`src/rtl/keypad_pkg.sv`:
```
// rtl/keypad_pkg.sv - shared constants, state encoding and row helpers for the keypad scanner
package keypad_pkg;

  localparam int NCOL = 4;
  localparam int NROW = 4;
  localparam logic [3:0] COL_RST  = 4'b1110;
  localparam logic [3:0] ROW_IDLE = 4'hF;

  typedef enum logic [1:0] {
    SCAN = 2'd0,
    DEB  = 2'd1,
    HOLD = 2'd2,
    REL  = 2'd3
  } state_t;

  // A row pattern is usable only when exactly one line is pulled low.
  function automatic logic one_low(input logic [3:0] r);
    int zeros;
    zeros = 0;
    for (int i = 0; i < 4; i++) begin
      if (!r[i]) zeros++;
    end
    return (zeros == 1);
  endfunction

  function automatic logic [1:0] low_idx(input logic [3:0] r);
    logic [1:0] idx;
    idx = 2'd0;
    for (int i = 3; i >= 0; i--) begin
      if (!r[i]) idx = 2'(i);
    end
    return idx;
  endfunction

endpackage

```
`src/rtl/key_sync.sv`:
```
// rtl/key_sync.sv - 2-FF synchroniser for asynchronous inputs, resets to all-ones
module key_sync #(
  parameter int WIDTH = 4
) (
  input  logic             clk,
  input  logic             rst,
  input  logic [WIDTH-1:0] d,
  output logic [WIDTH-1:0] q
);

  logic [WIDTH-1:0] meta;

  always_ff @(posedge clk or posedge rst) begin
    if (rst) begin
      meta <= '1;
      q    <= '1;
    end else begin
      meta <= d;
      q    <= meta;
    end
  end

endmodule

```
`src/rtl/keypad_scan_ctrl.sv`:
```
// rtl/keypad_scan_ctrl.sv - 4x4 keypad column scanner with press/release debounce and one-hot key code
module keypad_scan_ctrl
  import keypad_pkg::*;
#(
  parameter int SCAN_DIV  = 50000,
  parameter int DEB_TICKS = 10
) (
  input  logic        clk,
  input  logic        rst,
  input  logic [3:0]  row,
  input  logic        cnt_clr,
  output logic [3:0]  col,
  output logic [15:0] onehot,
  output logic        key_valid,
  output logic        key_down,
  output logic [7:0]  key_cnt
);

  localparam int DIV_W = $clog2(SCAN_DIV);
  localparam int DEB_W = $clog2(DEB_TICKS + 1);
  localparam int CIDX_W = $clog2(NCOL);
  localparam logic [DIV_W-1:0] DIV_LAST = DIV_W'(SCAN_DIV - 1);
  localparam logic [DEB_W-1:0] DEB_LAST = DEB_W'(DEB_TICKS - 1);

  logic [NROW-1:0]   row_s;
  logic [DIV_W-1:0]  div_cnt;
  logic              tick;
  logic [CIDX_W-1:0] col_idx;
  logic [3:0]        row_lat;
  logic [DEB_W-1:0]  deb_cnt;
  state_t            state, state_nxt;

  logic row_valid, row_match, row_idle, deb_last;
  logic accept, released, latch_row, deb_clr, deb_inc, step_col;

  key_sync #(.WIDTH(NROW)) u_row_sync (
    .clk (clk),
    .rst (rst),
    .d   (row),
    .q   (row_s)
  );

  always_ff @(posedge clk or posedge rst) begin
    if (rst) div_cnt <= '0;
    else if (tick) div_cnt <= '0;
    else div_cnt <= div_cnt + DIV_W'(1);
  end

  assign tick      = (div_cnt == DIV_LAST);
  assign row_valid = one_low(row_s);
  assign row_match = (row_s == row_lat);
  assign row_idle  = (row_s == ROW_IDLE);
  assign deb_last  = (deb_cnt == DEB_LAST);

  always_ff @(posedge clk or posedge rst) begin
    if (rst) state <= SCAN;
    else state <= state_nxt;
  end

  always_comb begin
    state_nxt = state;
    if (tick) begin
      case (state)
        SCAN: if (row_valid) state_nxt = DEB;
        DEB:  if (!row_match) state_nxt = SCAN;
              else if (deb_last) state_nxt = HOLD;
        HOLD: if (row_idle) state_nxt = REL;
        REL:  if (!row_idle) state_nxt = HOLD;
              else if (deb_last) state_nxt = SCAN;
        default: state_nxt = SCAN;
      endcase
    end
  end

  always_comb begin
    accept    = 1'b0;
    released  = 1'b0;
    latch_row = 1'b0;
    deb_clr   = 1'b0;
    deb_inc   = 1'b0;
    step_col  = 1'b0;
    if (tick) begin
      case (state)
        SCAN: begin
          latch_row = row_valid;
          deb_clr   = row_valid;
          step_col  = !row_valid;
        end
        DEB: begin
          deb_inc  = row_match;
          accept   = row_match && deb_last;
          step_col = !row_match;
        end
        HOLD: deb_clr = row_idle;
        REL: begin
          deb_inc  = row_idle;
          released = row_idle && deb_last;
          step_col = row_idle && deb_last;
        end
        default: ;
      endcase
    end
  end

  // Column index and debounce bookkeeping; col is decoded straight from col_idx.
  always_ff @(posedge clk or posedge rst) begin
    if (rst) begin
      col_idx <= '0;
      row_lat <= ROW_IDLE;
      deb_cnt <= '0;
    end else begin
      if (step_col) col_idx <= col_idx + CIDX_W'(1);
      if (latch_row) row_lat <= row_s;
      if (deb_clr) deb_cnt <= '0;
      else if (deb_inc) deb_cnt <= deb_cnt + DEB_W'(1);
    end
  end

  assign col = ~(4'(1) << col_idx);

  always_ff @(posedge clk or posedge rst) begin
    if (rst) begin
      onehot    <= '0;
      key_valid <= 1'b0;
      key_down  <= 1'b0;
      key_cnt   <= '0;
    end else begin
      key_valid <= accept;
      if (accept) begin
        onehot   <= 16'(1) << {col_idx, low_idx(row_lat)};
        key_down <= 1'b1;
      end else if (released) begin
        key_down <= 1'b0;
      end
      if (cnt_clr) key_cnt <= '0;
      else if (accept && key_cnt != 8'hFF) key_cnt <= key_cnt + 8'd1;
    end
  end

endmodule

```
`config.mk`:
```
export PLATFORM = sky130hd
export DESIGN_NAME = keypad_scan_ctrl
export DESIGN_NICKNAME = d
export VERILOG_FILES = /design/src/rtl/keypad_pkg.sv /design/src/rtl/key_sync.sv /design/src/rtl/keypad_scan_ctrl.sv
export SDC_FILE = /design/constraint.sdc
export NUM_CORES = 1
export LEC_CHECK = 0
export BUFFER_PORTS_ARGS = -buffer_cell sky130_fd_sc_hd__buf_2
export CAP_MARGIN = 0
export CORE_MARGIN = 4
export CORE_UTILIZATION = 30
export CTS_BUF_LIST = sky130_fd_sc_hd__clkbuf_8
export DETAILED_ROUTE_END_ITERATION = 12
export GPL_ROUTABILITY_DRIVEN = 0
export GPL_TIMING_DRIVEN = 0
export SKIP_CTS_REPAIR_TIMING = 1
export SLEW_MARGIN = 10
export SYNTH_ARGS = -nofsm -noshare
export SYNTH_HDL_FRONTEND = slang
export SYNTH_SLANG_ARGS = --single-unit
```
`constraint.sdc`:
```
create_clock -name clk -period 3.7 [get_ports clk]
set_input_delay 0.555 -clock clk [delete_from_list [all_inputs] [get_ports clk]]
set_output_delay 0.555 -clock clk [all_outputs]
set_load 0.02 [all_outputs]
```
# Yosys cells after proc, flatten, opt, wreduce, memory -nomap -nowiden
# Cells that the tools add are included.
[classes] n_shift=2 addsub=7 mux=35 n_eq_ne=13 reduce_logical=10 bitwise=1
[op_table] operator="32-bit by 2-bit adder with 32-bit output (second input constant)" count=3
[op_table] operator="32-bit 2-to-1 mux" count=3
[op_table] operator="32-bit by 2-bit equality test with 1-bit output (second input constant)" count=1
[op_table] operator="2-bit 2-to-1 mux" count=11
[op_table] operator="16-bit by 1-bit adder with 16-bit output (second input constant)" count=1
[op_table] operator="16-bit equality test (second input constant)" count=1
[op_table] operator="16-bit 2-to-1 mux" count=1
[op_table] operator="8-bit 2-to-1 mux" count=2
[op_table] operator="1-bit by 4-bit << shifter with 16-bit output (first input constant)" count=1
[op_table] operator="1-bit 2-to-1 mux" count=12
[op_table] operator="8-bit by 1-bit adder with 8-bit output (second input constant)" count=1
[op_table] operator="4-bit equality test (second input constant)" count=2
[op_table] operator="4-bit 2-to-1 mux" count=2
[op_table] operator="8-bit inequality test (second input constant)" count=1
[op_table] operator="2-bit one-hot mux with 4 select lines" count=1
[op_table] operator="3-bit inequality test (second input constant)" count=2
[op_table] operator="2-bit nonzero test" count=3
[op_table] operator="5-bit AND reduction" count=1
[op_table] operator="4-bit by 1-bit adder with 4-bit output (second input constant)" count=1
[op_table] operator="2-bit equality test (second input constant)" count=2
[op_table] operator="4-bit equality test" count=1
[op_table] operator="2-bit inequality test (second input constant)" count=2
[op_table] operator="4-bit NOT" count=1
[op_table] operator="1-bit one-hot mux with 2 select lines" count=2
[op_table] operator="other kinds (7)" count=10
[totals] inputBits=7 word_cells=79 regBits=62

# Longest topological paths before layout
[logic_depth] ltp_word=11 depth_mapped=10

# Cells and area by module
# From an unflattened synthesis, not the netlist that was laid out.
[unflattened] hier_cells=293 hier_area_um2=3029.2
[by_module_without_submodules] module="keypad_scan_ctrl" cells_each=284 area_per_inst_um2=2815.2 n_inst=1 seq_area_each_um2=1356.3
[by_module_without_submodules] module="key_sync" cells_each=9 area_per_inst_um2=214.0 n_inst=1 seq_area_each_um2=210.2

# Worst setup path before layout
# Ideal clock, no wire load.
[synth_timing] kind="reg2reg" startpoint="register u_row_sync.q[0]" endpoint="register row_lat[1]" slack_ps=786 t_arrival_ps=2831 setup_time_ps=82 path_buffers=0 path_stages_with_launch=10 cell_sequence="dfstp_2 inv_1 ha_1 xnor2_1 ha_1 or2_2 o211a_1 or2_2 nor4_4 mux2_2"
[synth_between] elab_chain_len=10
[synth_lines] element="start, declared" line="key_sync.sv:8" text="output logic [WIDTH-1:0] q"
[synth_lines] element="start signal, assigned" line="key_sync.sv:19" text="q <= meta;"
[synth_lines] element="1-bit 2-to-1 mux (*)" line="keypad_pkg.sv:21" text="if (!r[i]) zeros++;"
[synth_lines] element="32-bit by 2-bit adder with 32-bit output" line="keypad_pkg.sv:21"
[synth_lines] element="32-bit 2-to-1 mux (*)" line="keypad_pkg.sv:21"
[synth_lines] element="32-bit by 2-bit adder with 32-bit output" line="keypad_pkg.sv:21"
[synth_lines] element="32-bit 2-to-1 mux (*)" line="keypad_pkg.sv:21"
[synth_lines] element="32-bit by 2-bit adder with 32-bit output" line="keypad_pkg.sv:21"
[synth_lines] element="32-bit 2-to-1 mux (*)" line="keypad_pkg.sv:21"
[synth_lines] element="32-bit by 2-bit equality test with 1-bit output (*)" line="keypad_pkg.sv:23" text="return (zeros == 1);"
[synth_lines] element="1-bit 2-to-1 mux (*)" line="keypad_scan_ctrl.sv:83" text="case (state)"
[synth_lines] element="1-bit 2-to-1 mux (*)" line="keypad_scan_ctrl.sv:82" text="if (tick) begin"
[synth_lines] element="end signal, assigned" line="keypad_scan_ctrl.sv:113" text="if (latch_row) row_lat <= row_s;"
[synth_lines] element="end, declared" line="keypad_scan_ctrl.sv:29" text="logic [3:0] row_lat;"
# Every way passes the cells marked *; elsewhere a longest branch is shown, timed or not.
# A chain may end at the register's enable or synchronous reset.

# Worst setup path in the final report
# Ends and elaborated chain as after synthesis.

==> summary.txt <==
status - complete, no violations
final setup fails - 0
top_reg_cell synth - dfrtp_1
Avg WL per Cell - 13.4 µm
Avg Synthesized Cell Area - 10.9 µm²
nets@finish - 354
Num CTS Buffers - 9
worst reg2reg path endpoint - row_lat[1]$_DFFE_PP1P_
Synth area leader - dfrtp_1
area grow syn2layout - 18.3%
Post-synth ARST share - 1.00
# H-tree levels - 3
FMAX - 322 MHz
clk sinks - 62
drt total wl - 6370 µm
Slew Limit Headroom - 0.501
IO Count - 37
Critical Path End - row_lat[1]$_DFFE_PP1P_
Chip Width - 111 µm
Final Max Slew Viols - 0
worst path bufs/invs - 1
register bit count reported by yosys - 62
critical path startpoint - u_row_sync.q[0]$_DFF_PP1_
CP endpoint kind - flip-flop
Ys Warns - 0
Worst VDD drop - 0.236 mV
R2R Path Start - u_row_sync.q[0]$_DFF_PP1_
post-layout min period - 3.11 ns
die height - 111 µm
top cell type's share of synthesized area - 0.397
RSZ-0062 raised after global routing - no
EDFF count, synth - 0
post-route cell area - 3730 µm²
Filler cells - 1,051
layout cells sized above 1 - 0.287
CP Class - reg2reg
worst skew pair latency - 0.34 ns
number of global-route vias before repair - 2,474
total inserted antenna cells - 0
Mapped Cells - 289
initial antenna violation count - 0
CTS Buffer Depth - 2
worst r2r path cells - 9
CP top delay family - simple AND/OR/NAND/NOR gates
Critical Path RT - 3.96 ns
row cnt - 37
Critical Path Start Type - flip-flop
CP max FO - 4
Starting Density - 0.307
first-pass detailed-route iteration total - 4
final period utilization - 0.841
Max Cap Viol - 0
vias per cell - 4.82
FF-to-FF setup slack - 0.59 ns
Clock Skew - 0.0110 ns
Synth cell types - 50
total track usage - 0.114
initial drt markers - 98
GRT Residual Overflow - 0
CP cell instances - inv_1 -> ha_1 -> xnor2_1 -> ha_1 -> or2_2 -> o211a_1 -> or2_2 -> nor4_4 -> mux2_2
Reg area - 1570 µm²
dpl cell area - 3510 µm²
Leak Pwr - 1.70 nW
CORE AREA - 10,300 µm²
hold depth - 1
synthesized area - 3150 µm²
largest net degree at the start of global routing - 63
worst hold-check path type - in2reg
die area - 12,200 µm²
most frequent cell after synthesis - dfrtp_1
area of the multi-input gates - 1480 µm²
crit path DAT - 3.37 ns
Final HPWL DP - 4480 µm
via count - 2,297
crit path max-delay cell type - dfstp_2
stages on the worst setup path - 9
worst slew pin tran - 0.748 ns
sequential fraction of the synthesis area - 0.497
Cell Pwr Density - 377 nW/µm²
Commonest cells post-synth - 50 x dfrtp_1, 24 x nor2_1, 22 x mux2_2, 18 x inv_1, 17 x nand2_1
port bufs - 36
CTS tree - built
CTS root buf - clkbuf_8
Worst path max stage delay - 0.55 ns
Final Hold Fails - 0
# DRC - 0
first-pass GRT wire length - 11,700 µm
Net Count, Synth - 307
Clock transition at path regs - 0.06 ns
post-route ant nets - 0
Setup Total Neg Slack - 0 ns
top cells by area, synth - dfrtp_1 40%, dfstp_2 10%, mux2_2 7.9%
==> placed cells by master, fill, tap and decap left out, types with 3 or more instances in the layout <==
master | synthesis | layout
a21oi_1 | 7 | 7
and3_1 | 5 | 5
and4_1 | 6 | 6
buf_2 | 3 | 39
clkbuf_1 | 6 | 6
clkbuf_8 | 0 | 11
dfrtp_1 | 50 | 50
dfstp_2 | 12 | 12
ha_1 | 11 | 11
inv_1 | 18 | 18
mux2_2 | 22 | 22
mux2i_1 | 3 | 3
nand2_1 | 17 | 17
nand2b_1 | 4 | 4
nand3_1 | 7 | 7
nand3b_1 | 3 | 3
nand4_1 | 8 | 8
nor2_1 | 24 | 24
nor2b_1 | 6 | 6
nor3_1 | 8 | 8
nor4_1 | 3 | 3
o21ai_0 | 7 | 7
o31ai_1 | 3 | 3
or2_2 | 3 | 3
or3_1 | 4 | 4
or4_1 | 3 | 3
xnor2_1 | 11 | 11
xor2_1 | 8 | 8
==> stage by stage <==
| stage | setup slack (ns) | util | cells | power [mW] | hold WS (ns) |
|---|---|---|---|---|---|
| floorplan | 0.786 | - | 289 | 0.736 | 0.345 |
| global placement | 0.621 | 0.341 | 461 | 0.748 | 0.348 |
| detailed placement | 0.576 | 0.341 | 461 | 0.750 | 0.348 |
| CTS | 0.565 | 0.363 | 477 | 1.42 | 0.302 |
| global route | 0.403 | 0.363 | 477 | 1.47 | 0.300 |
| finish | 0.590 | 0.363 | 477 | 1.41 | 0.322 |
==> layer usage <==
layer / up-vias / track usage / wire length, µm
met3: 9 / 0.0395 / 269
li1: 1115 / - / -
met4: 0 / 0.0378 / 110
met5: - / 0 / 0
met1: 1138 / 0.148 / 3050
met2: 35 / 0.179 / 2940
==> sequential cells by signal, indices dropped and copies added, names as in the netlist, 2 cells and up <==
register,count
key_cnt,8
div_cnt,16
col_idx,2
u_row_sync.meta,4
onehot,16
deb_cnt,4
u_row_sync.q,4
state,2
row_lat,4
==> power by group <==
| part | internal (mW) | leakage, nW | switching (mW) |
|---|---|---|---|
| Combinational | 0.0166 | 0.773 | 0.0316 |
| Sequential | 0.686 | 0.810 | 0.00199 |
| Clock | 0.410 | 0.118 | 0.259 |
==> kinds of logic after synthesis <==
| group | share of synthesized area |
|---|---|
| compound gates | 0.0635 |
| buf+inv | 0.0333 |
| simple gates | 0.222 |
| xor+xnor | 0.0528 |
| flops | 0.497 |
| fa+ha+maj | 0.0437 |
| mux | 0.0881 |
==> worst min-delay path by stage <==
stage / endpoint / from / slack (ns)
6_report: u_row_sync.meta[0]$_DFF_PP1_ / row[0] / 0.32
5_1_grt: u_row_sync.meta[2]$_DFF_PP1_ / row[2] / 0.30
4_1_cts: u_row_sync.meta[0]$_DFF_PP1_ / row[0] / 0.30
3_5_place_dp: u_row_sync.q[1]$_DFF_PP1_ / u_row_sync.meta[1]$_DFF_PP1_ / 0.35
3_3_place_gp: u_row_sync.q[0]$_DFF_PP1_ / u_row_sync.meta[0]$_DFF_PP1_ / 0.35
2_1_floorplan: u_row_sync.q[0]$_DFF_PP1_ / u_row_sync.meta[0]$_DFF_PP1_ / 0.35
==> cell type report <==
class | count | share of cell area
clock buffers | 11 | 0.0406
multi-input cells | 200 | 0.397
clock inverters | 5 | 0.0195
flip-flops and latches | 62 | 0.420
plain buffers | 9 | 0.0101
repair buffers | 36 | 0.0483
inverters | 18 | 0.0188
well taps | 136 | 0.0456
Note: power is estimated with default switching activity, not from simulation.
